File: src/rtl/anim_frame_sequencer.sv
// Sprite animation sequencer: steps through FRAME_COUNT ROM frames,
// handshaking draw/hold/erase with a downstream drawer.
module anim_frame_sequencer #(
  parameter int unsigned FRAME_COUNT = 4,
  parameter int unsigned FRAME_WORDS = 9600,
  parameter int unsigned HOLD_CYCLES = 50000000,
  parameter int unsigned ORIGIN_X    = 120,
  parameter int unsigned ORIGIN_Y    = 70
) (
  input  logic        clk,
  input  logic        reset,
  input  logic        start,
  input  logic        abort,
  input  logic        loop_en,
  output logic        draw_req,
  input  logic        draw_done,
  output logic        erase_req,
  input  logic        erase_done,
  output logic [8:0]  x_origin,
  output logic [7:0]  y_origin,
  output logic [15:0] rom_base,
  output logic [2:0]  frame_idx,
  output logic        busy,
  output logic        seq_done
);

  localparam logic [2:0]  LAST_FRAME = 3'(FRAME_COUNT - 1);
  localparam logic [15:0] FRAME_STEP = 16'(FRAME_WORDS);
  localparam logic [27:0] HOLD_LAST  = 28'(HOLD_CYCLES - 1);

  typedef enum logic [2:0] {
    ST_IDLE,
    ST_DRAW,
    ST_HOLD,
    ST_ERASE,
    ST_NEXT,
    ST_DONE
  } state_t;

  state_t      state_q, state_d;
  logic [2:0]  frame_idx_q, frame_idx_d;
  logic [15:0] rom_base_q, rom_base_d;
  logic [27:0] timer_q, timer_d;
  logic        draw_req_q, draw_req_d;
  logic        erase_req_q, erase_req_d;
  logic        seq_done_q, seq_done_d;

  // State and datapath registers, cleared asynchronously.
  always_ff @(posedge clk or posedge reset) begin
    if (reset) begin
      state_q     <= ST_IDLE;
      frame_idx_q <= '0;
      rom_base_q  <= '0;
      timer_q     <= '0;
      draw_req_q  <= 1'b0;
      erase_req_q <= 1'b0;
      seq_done_q  <= 1'b0;
    end else begin
      state_q     <= state_d;
      frame_idx_q <= frame_idx_d;
      rom_base_q  <= rom_base_d;
      timer_q     <= timer_d;
      draw_req_q  <= draw_req_d;
      erase_req_q <= erase_req_d;
      seq_done_q  <= seq_done_d;
    end
  end

  // Next state; the request flops are set on entry to DRAW/ERASE
  // and cleared on the edge that samples the matching done.
  always_comb begin
    state_d     = state_q;
    frame_idx_d = frame_idx_q;
    rom_base_d  = rom_base_q;
    timer_d     = timer_q;
    draw_req_d  = draw_req_q;
    erase_req_d = erase_req_q;
    seq_done_d  = 1'b0;

    if (abort && state_q != ST_IDLE) begin
      // Abort beats any done arriving in the same cycle.
      state_d     = ST_IDLE;
      timer_d     = '0;
      draw_req_d  = 1'b0;
      erase_req_d = 1'b0;
    end else begin
      unique case (state_q)
        ST_IDLE: begin
          if (start) begin
            state_d     = ST_DRAW;
            frame_idx_d = '0;
            rom_base_d  = '0;
            draw_req_d  = 1'b1;
          end
        end
        ST_DRAW: begin
          if (draw_done && draw_req_q) begin
            state_d    = ST_HOLD;
            timer_d    = '0;
            draw_req_d = 1'b0;
          end
        end
        ST_HOLD: begin
          if (timer_q == HOLD_LAST) begin
            state_d     = ST_ERASE;
            timer_d     = '0;
            erase_req_d = 1'b1;
          end else begin
            timer_d = timer_q + 28'd1;
          end
        end
        ST_ERASE: begin
          if (erase_done && erase_req_q) begin
            state_d     = ST_NEXT;
            erase_req_d = 1'b0;
          end
        end
        ST_NEXT: begin
          if (frame_idx_q < LAST_FRAME) begin
            state_d     = ST_DRAW;
            frame_idx_d = frame_idx_q + 3'd1;
            rom_base_d  = rom_base_q + FRAME_STEP;
            draw_req_d  = 1'b1;
          end else if (loop_en) begin
            state_d     = ST_DRAW;
            frame_idx_d = '0;
            rom_base_d  = '0;
            draw_req_d  = 1'b1;
          end else begin
            state_d    = ST_DONE;
            seq_done_d = 1'b1;
          end
        end
        ST_DONE: begin
          state_d = ST_IDLE;
        end
        default: begin
          state_d     = ST_IDLE;
          draw_req_d  = 1'b0;
          erase_req_d = 1'b0;
          timer_d     = '0;
        end
      endcase
    end
  end

  assign draw_req  = draw_req_q;
  assign erase_req = erase_req_q;
  assign seq_done  = seq_done_q;
  assign frame_idx = frame_idx_q;
  assign rom_base  = rom_base_q;
  assign busy      = (state_q != ST_IDLE);
  assign x_origin  = 9'(ORIGIN_X);
  assign y_origin  = 8'(ORIGIN_Y);

endmodule
File: config.mk
export PLATFORM = sky130hd
export DESIGN_NAME = anim_frame_sequencer
export DESIGN_NICKNAME = d
export VERILOG_FILES = /design/src/rtl/anim_frame_sequencer.sv
export SDC_FILE = /design/constraint.sdc
export NUM_CORES = 1
export LEC_CHECK = 0
export CAP_MARGIN = 40
export CELL_PAD_IN_SITES_DETAIL_PLACEMENT = 1
export CELL_PAD_IN_SITES_GLOBAL_PLACEMENT = 1
export CORE_MARGIN = 1
export CORE_UTILIZATION = 40
export CTS_CLUSTER_DIAMETER = 50
export DETAILED_ROUTE_END_ITERATION = 10
export HOLD_SLACK_MARGIN = 0.08
export PLACE_DENSITY = 0.76
export SLEW_MARGIN = 20
export SYNTH_ARGS = -nofsm -noshare
export SYNTH_HDL_FRONTEND = slang
export SYNTH_SLANG_ARGS = --single-unit
File: constraint.sdc
create_clock -name clk -period 6 [get_ports clk]
set_input_delay 1.2 -clock clk [delete_from_list [all_inputs] [get_ports clk]]
set_output_delay 1.2 -clock clk [all_outputs]
set_load 0.05 [all_outputs]
=== Word-level counts from Yosys, hierarchy flattened ===
Index checks and enable logic that the tools add are counted.

* $add $sub $neg: 3
* Magnitude comparators: 1
* Equal/unequal tests: 16
* Mux-type cells: 34
* Bitwise gates (word level): 1
* Reductions and logical operators: 14

{| class="wikitable"
|+ Operators by type and width
! cell !! count
|-
| $mux 28 || 3
|-
| $pmux 28 s3 || 1
|-
| $mux 16 || 3
|-
| $pmux 16 s2 || 1
|-
| $mux 3 || 10
|-
| $add 28x1->28 const B || 1
|-
| $eq 28x26->1 const B || 1
|-
| $add 16x14->16 const B || 1
|-
| $ne 3x3->1 const B || 5
|-
| $pmux 3 s5 || 1
|-
| $mux 1 || 12
|-
| $reduce_and 4->1 || 3
|-
| $reduce_or 4->1 || 2
|-
| $eq 3x2->1 const B || 2
|-
| $eq 3x3->1 const B || 2
|-
| $ne 2x1->1 const B || 3
|-
| $pmux 3 s2 || 1
|-
| $ne 4x4->1 const B || 1
|-
| $pmux 1 s4 || 1
|-
| $add 3x1->3 const B || 1
|-
| $eq 3x1->1 const B || 1
|-
| $logic_and 1x1->1 || 3
|-
| $logic_not 3->1 || 1
|-
| $lt 3x2->1 const B || 1
|-
| 8 further kinds || 8
|}

* Register bits: 53
* Bits of input ports: 7
* Output and inout port bits: 40

=== Longest topological paths before layout ===
* Depth in word-level cells: 4
* Gate-level depth with buffers: 9

=== Worst setup path before layout ===
Ideal clock, no wire load.

* Path kind: input to register
* Start: in abort
* End: reg timer_q[18]
* Library setup time: 0.069 ns
* Arrival: 2.576 ns
* Data required time: 5.931 ns
* Setup slack: 3.355 ns
* Stages: 6
* Buffers on the path: 1
* Path through: buf_2 -> nor2_1 -> nand3_1 -> a31o_1 -> or4_1 -> nand3_1

* Cells in the longest elaborated chain, start to end: 3
* Elaborated cells on any way between the ends: 5
* Classes of those cells: eq/ne (2); mux (1); reduce/logical (2)

{| class="wikitable"
|+ RTL lines
! element !! RTL line !! text
|-
| start: declaration || 13 || <nowiki>input logic abort,</nowiki>
|-
| $logic_and 1x1->1 * || 80 || <nowiki>if (abort && state_q != ST_IDLE) begin</nowiki>
|-
| $ne 3x3->1 (no source line) or $ne 2x1->1 (tied branches) || - ||
|-
| $reduce_and 2->1 (no source line) || - ||
|-
| end signal: assignment || 62 || <nowiki>timer_q <= timer_d;</nowiki>
|-
| end: declaration || 43 || <nowiki>logic [27:0] timer_q, timer_d;</nowiki>
|}

Mark *: on every way between the ends. The rest lies on a longest branch, timed or not.
A chain may end at the register's enable or synchronous reset.

=== Worst setup path after layout ===
Ends and elaborated chain as after synthesis.

==> flow_summary.json <==
{
  "outcome": "finished clean",
  "die_x_um": 85.5,
  "p_int_uw": 614,
  "hold_class": "flip-flop to flip-flop",
  "io_pins": 47,
  "r2r_slack_ns": 3.47,
  "holdPathStages": 1,
  "final_common_cell": "dfrtp_1",
  "num-fill-cells": 820,
  "max_freq_mhz": 292,
  "synthCells": 320,
  "seqPwrFrac_pct": 36.4,
  "final_cell_mix": "46 x dfrtp_1, 34 x o21ai_0, 29 x nand2_1, 24 x conb_1",
  "grt_start_max_net_pins": 31,
  "worstMarginPinSlew_ns": 0.801,
  "num_vias": 2373,
  "cts_setup_buffers": 0,
  "r2r_cells": 5,
  "period_share_pct": 57.2,
  "place_congestion": 0.776,
  "h-tree-depth": 2,
  "fin_skew_ns": 0.00924,
  "cts_sinks": 46,
  "fin_cells": 417,
  "cp_cell_sequence": "clkdlybuf4s50_1 > nor2_1 > nand3_1 > a31o_1 > or4_1 > nand3_1",
  "setup.worst_path.class": "primary input to flip-flop",
  "drtIter0Drc": 112,
  "cts_tree": "built",
  "drtPass1Iterations": 4,
  "nets": 346,
  "initial_utilization_pct": 41.3,
  "antenna_found_initial": 0,
  "slowest_stage": "clkdlybuf4s50_1",
  "routedWlPerCell_um": 16.0,
  "root_buffer": "clkbuf_8",
  "grt-ovfl-total": 0,
  "maxSlewHeadroom_pct": 46.6,
  "postCtsHoldBufs": 0,
  "end_kind": "flip-flop",
  "synth_edf_count": 0,
  "drive_gt1_share_pct": 6.82,
  "grt_pass1_vias": 2311,
  "rsz0062_at_grt": "no",
  "core_area_mm2": 0.00676,
  "synth_seq_cells": 46,
  "ys_types": 54,
  "clk_latency_ns": 0.30,
  "swShare_pct": 40.7,
  "cts_resized": 0,
  "finalWirelength_mm": 6.68,
  "ys_seq_area_share_pct": 41.2,
  "yosys_warnings": 0,
  "async_flop_share_pct": 100,
  "r2r_end": "timer_q[18]$_DFFE_PP0P_",
  "fin_crit_ns": 3.43,
  "synthToLayoutAreaGrowth_pct": 12.1,
  "crit_required_ns": 6.24,
  "avgViaCountPerCell": 5.69,
  "dpl_worst_slack_ns": 2.22,
  "hp-start": "timer_q[23]$_DFFE_PP0P_",
  "grt_use_total_pct": 19.4,
  "cts_buffers": 5,
  "syn_area_mm2": 0.00279,
  "clk_path_buf_depth": 2,
  "r2r-start": "state_q[2]$_DFFE_PP0P_",
  "pwr-share-clk_pct": 27.8,
  "maxCapViolCount": 0,
  "dp.cells": 409,
  "io_buffers": 22,
  "setup_ws_ns": 2.57,
  "crit_buf_inv": 1,
  "path_delay_family": "simple AND/OR/NAND/NOR gates",
  "p_comb_share_pct": 35.8,
  "startpoint_type": "primary input",
  "avgSynthCellArea_um2": 8.72,
  "final.setup.tns_ns": 0,
  "final-setup-viol-count": 0,
  "hold_end": "timer_q[23]$_DFFE_PP0P_",
  "leakage_uw": 0.00136,
  "ir_drop_v": 0.000136,
  "clk_pin_slew_ns": 0.09,
  "critPathMostFrequentCell": "nand3_1",
  "dieArea_mm2": 0.00732,
  "cp_max_fo": 13,
  "p_per_area_mw_per_mm2": 331,
  "drc": 0,
  "die_h_um": 85.5,
  "insertedDiodeCount": 0,
  "postRouteAntennaNets": 0,
  "hold_violations": 0,
  "ys.flop_type": "dfrtp_1",
  "dpl.hpwl_mm": 4.71,
  "p_sw_uw": 422,
  "rows": 30,
  "crit_arrival_ns": 3.67,
  "grt_pass1_wl_mm": 11.2,
  "cpPeakStageDelay_ns": 0.55,
  "finalMaxSlewViolations": 0
}
[layout make-up]
type	instances	area, µm²	area share [%]
multi-input cells	244	1420	45.5
repair buffers	25	259	8.28
clock inverters	2	60.1	1.92
well taps	80	100	3.20
flip-flops and latches	46	1150	36.8
inverters	14	52.6	1.68
clock buffers	6	82.6	2.64
[power groups by stage]
stage                     Sequential, µW  Clock (µW)  Combinational, µW
final                                377         288                371
after global routing                 382         309                408
after CTS                            377         296                375
after detailed placement             383           0                372
after global placement               381           0                357
after floorplan                      397           0                266
[worst max-delay path by stage]
stage,to,startpoint,cells after the start
global route,timer_q[14]$_DFFE_PP0P_,abort,7
detailed placement,timer_q[18]$_DFFE_PP0P_,abort,6
CTS,timer_q[18]$_DFFE_PP0P_,abort,6
finish,timer_q[18]$_DFFE_PP0P_,abort,6
floorplan,timer_q[18]$_DFFE_PP0P_,abort,6
global placement,timer_q[14]$_DFFE_PP0P_,abort,6
[registers in the layout, indices dropped and copies added (netlist names)]
| signal | count |
|---|---|
| draw_req | 1 |
| erase_req | 1 |
| frame_idx | 3 |
| timer_q | 28 |
| state_q | 3 |
| rom_base | 9 |
| seq_done | 1 |
[synthesized netlist by cell type, types with 2 or more instances]
library cell  number  area share (%)
a21oi_1           20             3.6
a22o_1             3            0.94
a31oi_1            8             1.8
and2_1             3            0.67
and3_1             5             1.1
and4_1             3            0.94
buf_2              9             1.6
buf_4             25             6.7
clkbuf_1           3            0.40
conb_1             2            0.27
dfrtp_1           46              41
ha_1               3             1.3
inv_1             14             1.9
mux2i_1            3             1.1
nand2_1           29             3.9
nand2b_1           2            0.45
nand3_1           22             3.9
nand4_1            9             2.0
nor2_1            18             2.4
nor2b_1            3            0.67
nor3_1             4            0.72
o211a_1            3             1.1
o21ai_0           34             6.1
o21ai_1            2            0.36
o311ai_0           3            0.94
o31ai_1            5             1.3
or3_1              7             1.6
or4_1              2            0.54
xnor2_1            2            0.63
xor2_1             4             1.3
[routing by layer]
layer  GRT usage (%)  routed length, µm  vias to the layer above
li1                -                  -                     1140
met1            26.1               3230                     1186
met2            31.9               3190                       41
met3            3.56                178                        6
met4            6.06                 85                        0
met5               0                  0                        -
[logic make-up (layout without fill, tap and decap cells)]
group / count (synthesis) / count (layout) / synth area share, %
adders and majority gates: 3 / 3 / 1.34
xor gates and xnor gates: 6 / 6 / 1.88
muxes: 3 / 3 / 1.08
and+or+nand+nor: 119 / 119 / 23.5
AOI/OAI and AO/OA: 89 / 89 / 19.9
other: 2 / 24 / 0.269
DFF: 46 / 46 / 41.2
buffers and inverters: 52 / 47 / 10.8
[metrics by stage]
stage | hold slack (ns) | instance area (µm²) | util (%) | total power, µW
final | 0.500 | 3130 | 46.3 | 1040
after global routing | 0.509 | 3130 | 46.3 | 1100
after CTS | 0.499 | 3130 | 46.3 | 1050
after detailed placement | 0.482 | 2990 | 44.2 | 754
after global placement | 0.472 | 2950 | 43.7 | 739
after floorplan | 0.445 | 2870 | - | 662
(Power assumes the default switching activity.)
